$ cat src/rtl/audio_pkg.sv
// Shared definitions for the audio stream sequencer: codec word width,
// sequencer state encoding and the stereo sample pair.
package audio_pkg;

  localparam int unsigned AUDIO_DATA_W = 24;

  typedef enum logic [1:0] {
    IDLE  = 2'd0,
    SEND  = 2'd1,
    RECV  = 2'd2,
    WRITE = 2'd3
  } seq_state_t;

  typedef struct packed {
    logic [AUDIO_DATA_W-1:0] left;
    logic [AUDIO_DATA_W-1:0] right;
  } stereo_t;

endpackage

$ cat src/rtl/audio_stream_sequencer_sat_counter.sv
// Event counter with synchronous clear; optionally sticks at all-ones
// instead of wrapping.
module sat_counter #(
  parameter int unsigned WIDTH    = 16,
  parameter bit          SATURATE = 1'b1
) (
  input  logic             clk,
  input  logic             resetn,
  input  logic             clear,
  input  logic             inc,
  output logic [WIDTH-1:0] count
);

  always_ff @(posedge clk) begin
    if (!resetn || clear) begin
      count <= '0;
    end else if (inc && !(SATURATE && (&count))) begin
      count <= count + 1'b1;
    end
  end

endmodule

$ cat src/rtl/audio_stream_sequencer.sv
// Moves one stereo sample at a time from the codec ADC FIFO, through an
// optional DSP stage, into the codec DAC FIFO, with timeout and statistics.
module audio_stream_sequencer
  import audio_pkg::*;
#(
  parameter int unsigned DATA_W  = AUDIO_DATA_W,
  parameter int unsigned TIMEOUT = 4096,
  parameter int unsigned CNT_W   = 16
) (
  input  logic              CLOCK_50,
  input  logic              resetn,
  input  logic              enable,
  input  logic              bypass,
  input  logic              mute,
  input  logic              read_ready,
  input  logic [DATA_W-1:0] readdata_left,
  input  logic [DATA_W-1:0] readdata_right,
  output logic              read,
  input  logic              write_ready,
  output logic              write,
  output logic [DATA_W-1:0] writedata_left,
  output logic [DATA_W-1:0] writedata_right,
  output logic              proc_out_valid,
  input  logic              proc_out_ready,
  output logic [DATA_W-1:0] proc_out_left,
  output logic [DATA_W-1:0] proc_out_right,
  input  logic              proc_in_valid,
  output logic              proc_in_ready,
  input  logic [DATA_W-1:0] proc_in_left,
  input  logic [DATA_W-1:0] proc_in_right,
  output logic              busy,
  output logic [CNT_W-1:0]  sample_count,
  output logic [CNT_W-1:0]  drop_count
);

  localparam int unsigned     TMR_W    = (TIMEOUT > 2) ? $clog2(TIMEOUT) : 1;
  localparam logic [TMR_W-1:0] TMR_LAST = TMR_W'(TIMEOUT - 1);

  typedef struct packed {
    logic [DATA_W-1:0] left;
    logic [DATA_W-1:0] right;
  } pair_t;

  seq_state_t       state, state_nxt;
  pair_t            sample, wdata;
  logic [TMR_W-1:0] timer;
  logic             tmr_expired;
  logic             capture;
  logic             drop_inc;
  logic             write_inc;

  assign tmr_expired = (timer == TMR_LAST);
  assign capture     = (state == IDLE) && enable && read_ready;
  assign write_inc   = (state == WRITE) && write_ready;

  always_ff @(posedge CLOCK_50) begin
    if (!resetn) begin
      state <= IDLE;
    end else begin
      state <= state_nxt;
    end
  end

  // A completed RECV handshake takes priority over an expiring timer.
  always_comb begin
    state_nxt = state;
    unique case (state)
      IDLE:    if (capture) state_nxt = bypass ? WRITE : SEND;
      SEND:    if (tmr_expired) state_nxt = IDLE;
               else if (proc_out_ready) state_nxt = RECV;
      RECV:    if (proc_in_valid) state_nxt = WRITE;
               else if (tmr_expired) state_nxt = IDLE;
      WRITE:   if (write_ready) state_nxt = IDLE;
      default: state_nxt = IDLE;
    endcase
  end

  always_comb begin
    busy           = (state != IDLE);
    proc_out_valid = (state == SEND);
    proc_in_ready  = (state == RECV);
    drop_inc       = ((state == SEND) && tmr_expired) ||
                     ((state == RECV) && tmr_expired && !proc_in_valid);
  end

  // Strobes are registered, so each one is high for the cycle after the
  // edge at which the FSM committed to the pop or push.
  always_ff @(posedge CLOCK_50) begin
    if (!resetn) begin
      sample <= '0;
      wdata  <= '0;
      read   <= 1'b0;
      write  <= 1'b0;
      timer  <= '0;
    end else begin
      read  <= capture;
      write <= write_inc;
      timer <= ((state == SEND) || (state == RECV)) ? timer + 1'b1 : '0;
      if (capture) begin
        sample <= '{left: readdata_left, right: readdata_right};
      end else if ((state == RECV) && proc_in_valid) begin
        sample <= '{left: proc_in_left, right: proc_in_right};
      end
      if (state == WRITE) begin
        wdata <= mute ? '0 : sample;
      end
    end
  end

  assign proc_out_left   = sample.left;
  assign proc_out_right  = sample.right;
  assign writedata_left  = wdata.left;
  assign writedata_right = wdata.right;

  sat_counter #(
    .WIDTH    (CNT_W),
    .SATURATE (1'b0)
  ) u_sample_cnt (
    .clk    (CLOCK_50),
    .resetn (resetn),
    .clear  (1'b0),
    .inc    (write_inc),
    .count  (sample_count)
  );

  sat_counter #(
    .WIDTH    (CNT_W),
    .SATURATE (1'b1)
  ) u_drop_cnt (
    .clk    (CLOCK_50),
    .resetn (resetn),
    .clear  (1'b0),
    .inc    (drop_inc),
    .count  (drop_count)
  );

endmodule

$ cat config.mk
export PLATFORM = sky130hd
export DESIGN_NAME = audio_stream_sequencer
export DESIGN_NICKNAME = d
export VERILOG_FILES = /design/src/rtl/audio_pkg.sv /design/src/rtl/audio_stream_sequencer_sat_counter.sv /design/src/rtl/audio_stream_sequencer.sv
export SDC_FILE = /design/constraint.sdc
export NUM_CORES = 1
export LEC_CHECK = 0
export ABC_CLOCK_PERIOD_IN_PS = 2990
export CAP_MARGIN = 20
export CORE_UTILIZATION = 30
export CTS_BUF_LIST = sky130_fd_sc_hd__clkbuf_16
export CTS_CLUSTER_DIAMETER = 50
export DETAILED_ROUTE_END_ITERATION = 8
export GPL_TIMING_DRIVEN = 0
export MAX_ROUTING_LAYER = met4
export SLEW_MARGIN = 15
export SYNTH_ARGS = -nofsm -noshare
export SYNTH_HDL_FRONTEND = slang
export SYNTH_SLANG_ARGS = --single-unit
$ cat constraint.sdc
create_clock -name CLOCK_50 -period 2.99 [get_ports CLOCK_50]
set_clock_uncertainty 0.1 [all_clocks]
set_input_delay 0.598 -clock CLOCK_50 [delete_from_list [all_inputs] [get_ports CLOCK_50]]
set_output_delay 0.598 -clock CLOCK_50 [all_outputs]
set_load 0.05 [all_outputs]
Yosys cells after proc, flatten, opt, wreduce, memory -nomap -nowiden. Index checks and enable logic that the tools add are counted.

Bitwise operators: 0. Multiply operators: 0. Reduce and logical (&&, ||, !) cells: 18. Order comparisons: 0. Shift-type cells: 0. Multiplexer cells: 11. Divide/modulo/power cells: 0. Equal/unequal tests: 8. Add/sub/neg operators: 3.

Operator list (count): $mux 48 (3); $add 16x1->16 const B (2); $reduce_and 16->1 (1); $mux 2 (7); $add 12x1->12 const B (1); $eq 12x12->1 const B (1); $logic_and 1x1->1 (8); $pmux 2 s4 (1); $eq 2x2->1 const B (2); $ne 2x2->1 const B (2); $reduce_and 4->1 (1); $reduce_bool 2->1 (2); $ne 3x1->1 const B (1); $ne 3x2->1 const B (1); $eq 2x1->1 const B (1); $logic_not 1->1 (2); $logic_not 2->1 (1); $logic_or 1x1->1 (2); $reduce_and 2->1 (1).

Flip-flop bits (word level): 144. Memory bits (read-only): 0. Output and inout bits: 133. Memory bits (writable): 0. Input bits: 105. Memories kept: 0. Bits in latches: 0.

Logic depth before layout (Yosys ltp).
Depth in word-level cells: 5. Depth in mapped cells: 8.

Modules after synthesis. From an unflattened synthesis, not the netlist that was laid out.

Cell total of the unflattened synthesis: 694. Area total of the unflattened synthesis: 6449.9 um^2.

By module, submodules not included: audio_stream_sequencer (instances 1, seq. area each 2242.2 um^2, area an instance 4874.7 um^2, cells an instance 519); sat_counter (u_drop_cnt) (instances 1, seq. area each 320.3 um^2, area an instance 854.6 um^2, cells an instance 96); sat_counter (u_sample_cnt) (instances 1, seq. area each 320.3 um^2, area an instance 720.7 um^2, cells an instance 79).

Worst setup path before layout. Ideal clock, no wire load.

Kind: reg2reg. From: register u_drop_cnt.count[1]. To: register u_drop_cnt.count[0]. Path buffers: 2. Stages on the path, launching flop included: 8. Path slack: 0.588 ns. Arrival: 2.232 ns. Clock period less this slack: 2.402 ns. Data required time: 2.820 ns. Cell sequence: dfxtp_1 -> ha_1 -> nand3_1 -> nor4_1 -> clkbuf_1 -> buf_2 -> o21ai_0 -> a21oi_1.

Cells in the longest elaborated chain, start to end: 3.

Ends and longest elaborated chain: start, declared (RTL line audio_stream_sequencer_sat_counter.sv:11) `output logic [WIDTH-1:0] count`; start signal, assigned (RTL line audio_stream_sequencer_sat_counter.sv:18) `count <= count + 1'b1;`; $reduce_and 16->1 (RTL line audio_stream_sequencer_sat_counter.sv:17) `end else if (inc && !(SATURATE && (&count))) begin`; $logic_not 1->1 (RTL line audio_stream_sequencer_sat_counter.sv:17); $logic_and 1x1->1 (RTL line audio_stream_sequencer_sat_counter.sv:17).

No other way between the ends. A chain may end at the register's enable or synchronous reset.

Final worst setup path.
From: register state[0]. To: register sample (netlist bit proc_out_right[17]).

Cells in the longest elaborated chain, start to end: 4. Elaborated cells between the ends (all ways): 7. Those cells by class: 1 x eq/ne; 1 x mux; 5 x reduce/logical.

Ends and longest elaborated chain: start, declared (RTL line audio_stream_sequencer.sv:44) `seq_state_t state, state_nxt;`; start signal, assigned (RTL line audio_stream_sequencer.sv:60) `state <= state_nxt;`; $logic_not 2->1 (RTL line audio_stream_sequencer.sv:53) `assign capture = (state == IDLE) && enable && read_ready;`; $logic_and 1x1->1 (2 in series) (RTL line audio_stream_sequencer.sv:53); $mux 48 / $reduce_bool 2->1 (equally long branches); end signal, assigned (RTL line audio_stream_sequencer.sv:100) `sample <= '{left: readdata_left, right: readdata_right};`; end signal, assigned (RTL line audio_stream_sequencer.sv:102) `sample <= '{left: proc_in_left, right: proc_in_right};`; end, declared (RTL line audio_stream_sequencer.sv:45) `pair_t sample, wdata;`.

Parallel ways exist; a longest one is shown, timed or not.

==> results.sh <==
export IMPL_die_area_sq_mm=0.0217
export IMPL_worst_path_largest_cell_delay_ps=660
export IMPL_syn_nets=867
export IMPL_cts_htree_levels=4
export IMPL_numCtsBuffers=17
export IMPL_drt_first_iter_violations=309
export IMPL_ctsRootBufferMaster="clkbuf_16"
export IMPL_final_setup_worst_slack_ps=204
export IMPL_routed_via_density=4.93
export IMPL_setup_worst_path_start_class="flip-flop"
export IMPL_worst_ep_required_time_ps=3150
export IMPL_syn_to_final_growth_pct=52.3
export IMPL_netlist_area_sq_mm=0.00633
export IMPL_die_y_microns=147
export IMPL_synth_async_reset_ratio_pct=0
export IMPL_status="finished, final reports clean"
export IMPL_setup_viol_count_final=0
export IMPL_die_w_microns=147
export IMPL_grt_first_pass_wirelength_microns=33900
export IMPL_placed_cell_area_sq_mm=0.00902
export IMPL_worstSetupPathType="reg -> reg"
export IMPL_tritoncts="yes"
export IMPL_start_util_pct=31.0
export IMPL_final_nets=1121
export IMPL_io_pins=238
export IMPL_globalRouteTotalUtil_pct=20.9
export IMPL_synth_cell_type_count=42
export IMPL_antenna_diode_count=0
export IMPL_critPathTopFamily="buffers and inverters"
export IMPL_worst_slew_margin_rel_pct=47.7
export IMPL_critPathMostFrequentCell="clkbuf_1"
export IMPL_maxCapViolations=0
export IMPL_final_layout_size_suffix_gt1_share_pct=3.72
export IMPL_maximum_number_of_pins_on_one_net_before_global_route_repair=17
export IMPL_antenna_violating_nets_post_route=0
export IMPL_max_clock_path_buffers=2
export IMPL_fmax_mhz=359
export IMPL_clock_sinks=144
export IMPL_crit_path_cell_trace="inv_1 -> ha_1 -> nand3_1 -> clkbuf_1 -> clkbuf_1 -> a311oi_1"
export IMPL_setup_tns_ps=0
export IMPL_row_count=52
export IMPL_synth_top_flop_cell="dfxtp_1"
export IMPL_place_gp_congestion=0.842
export IMPL_worst_ep_arrival_time_ps=2950
export IMPL_power_ir_vdd_worst_v=0.000329
export IMPL_yosysWarningCount=0
export IMPL_finalHoldWorstSlack_ps=366
export IMPL_cpMaxStageDelayCell="clkbuf_1"
export IMPL_route_final_wire_length_microns=21900
export IMPL_worst_setup_path_end_kind="flip-flop"
export IMPL_rsz0062_at_grt="no"
export IMPL_preCtsSetupSlack_ps=-250
export IMPL_hold_buffers=0
export IMPL_port_buffer_count=235
export IMPL_sequential_fraction_of_the_synthesis_area_pct=45.6
export IMPL_drt_first_pass_iters=4
export IMPL_synth_top_cell_area_share_pct=45.6
export IMPL_vias_in_the_first_global_route=6106
export IMPL_power_per_cell_area_mw_per_mm2=668
export IMPL_hold_path_class="reg -> reg"
export IMPL_cp_num_buf_inv=3
export IMPL_synth_seq_cells=144
export IMPL_dominant_cell_type_by_area_after_synthesis="dfxtp_1"
export IMPL_synth_edf_count=0
export IMPL_grt_antenna_before_repair=0
export IMPL_drt_wirelength_per_cell_microns=17.0
export IMPL_synthesis_instances=754
export IMPL_overflow=0
export IMPL_final_report_max_slew_violation_count=0
export IMPL_route_detailed_drc=0
export IMPL_timing_final_crit_period_ps=2790
export IMPL_post_route_period_util_pct=93.2
export IMPL_critPathMaxFanout=10
export IMPL_hpwl_microns=16300
export IMPL_clock_insertion_delay_worst_skew_ps=420
export IMPL_vias=6363
export IMPL_worst_setup_hold_path_clk_slew_ps=60
export IMPL_ys_top_cells_by_area="dfxtp_1, nand2_1, a311oi_1, nand3b_1, nand2b_1"
export IMPL_synth_area_per_cell_sq_um=8.39
export IMPL_coreArea_sq_mm=0.0204
export IMPL_finish_instance_area_sq_mm=0.00964
export IMPL_reported_leakage_power_nw=3.17
export IMPL_tightestPinTransition_ps=785
export IMPL_number_of_endpoints_with_negative_hold_slack_in_the_final_report=0
registers in the layout (all words and copies together) (netlist names):
signal / cells
proc_out_left: 24
proc_out_right: 24
read: 1
state: 2
timer: 12
u_drop_cnt.count: 16
u_sample_cnt.count: 16
write: 1
writedata_left: 24
writedata_right: 24
final timing paths:
kind | startpoint | end | slack, ps | cells past startpoint
max | state[0] | proc_out_right[17] | 200 | 6
max reg2reg | state[0] | proc_out_right[17] | 200 | 6
min | writedata_left[7] | writedata_left[7] | 370 | 2
min reg2reg | writedata_left[7] | writedata_left[7] | 370 | 2
where the power goes:
part           internal, mW  leakage, nW  switching, mW
clock                  1.39        0.303          0.849
combinational         0.662         1.70           1.23
sequential             2.12         1.17          0.180
timing repair:
action,in CTS,in global routing
setup buffers,0,0
endpoints found under the setup margin,0,8
gates resized for setup,0,2
metal layers:
| layer | track usage [%] | up-vias | share of wire (%) |
|---|---|---|---|
| li1 | - | 3177 | - |
| met1 | 25.8 | 2963 | 44 |
| met2 | 33.5 | 199 | 48 |
| met3 | 5.87 | 24 | 6.4 |
| met4 | 5.26 | 0 | 1.5 |
| met5 | - | - | 0 |
cells in the final DEF (no fill, tap or decap), types with 2 or more instances in the layout:
cell and instances:
ha_1 8, xor2_1 7, nand4_1 11, a21oi_1 64
nor2_1 74, and3_1 4, xnor2_1 12, clkbuf_1 50
nand3b_1 48, clkinvlp_4 2, o21ai_0 6, nand2b_1 53
nand2_1 120, nor2b_1 2, clkinv_4 4, clkdlybuf4s50_1 235
clkbuf_16 17, bufinv_16 4, o31ai_1 11, and4_1 5
o2111ai_1 2, buf_2 2, dfxtp_1 144, nor4_1 8
or3_1 4, or4_1 13, o21a_1 2, nand3_1 15
inv_1 12, nor3_1 5, a311oi_1 48, buf_1 5
mux2i_1 6
cells in the mapped netlist, drive strengths merged (2+ instances only):
cell and n:
a21oi 64, nand3 16, clkbuf 51, a311oi 48
nor3 5, buf 7, nand3b 48, o31ai 11
dfxtp 144, inv 11, nor2b 2, or4 13
o21a 2, nand4 12, and4 6, nor2 74
xor2 7, o21ai 6, ha 8, xnor2 12
mux2i 6, nor4 8, or3 4, o2111ai 2
nand2 120, nand2b 53, and3 4
cells by family after synthesis:
family	count (synthesis)	share of synthesized area, %
AO/OA/AOI/OAI	139	14.8
adder cells (fa/ha/maj)	8	1.58
buffers and inverters	69	4.13
AND/OR/NAND/NOR	368	30.1
XOR/XNOR	19	2.63
multiplexers	7	1.19
flip-flops	144	45.6
tightest hold or removal path: cells and delay by family, from the launching register on:
family	cells	cell delay [ps]
compound gates	1	50
flops	1	310
simple gates	1	60
final cells by class:
class	instances	area [sq um]
fill	2064	10800
multi-input combinational	541	3180
sequential	144	2880
timing repair buffer	235	2350
clock buffer	17	425
tap	270	338
buffer	58	221
clock inverter	15	195
inverter	11	41.3
per-stage QoR:
step                      utilization (%)  instances  power, mW
after floorplan                         -        754       3.47
after global placement               44.1       1259       4.24
after detailed placement             44.1       1259       4.24
after CTS                            47.2       1291       6.50
after global routing                 47.2       1291       6.71
final                                47.2       1291       6.44
No activity file was read; power rests on OpenSTA's default activity.
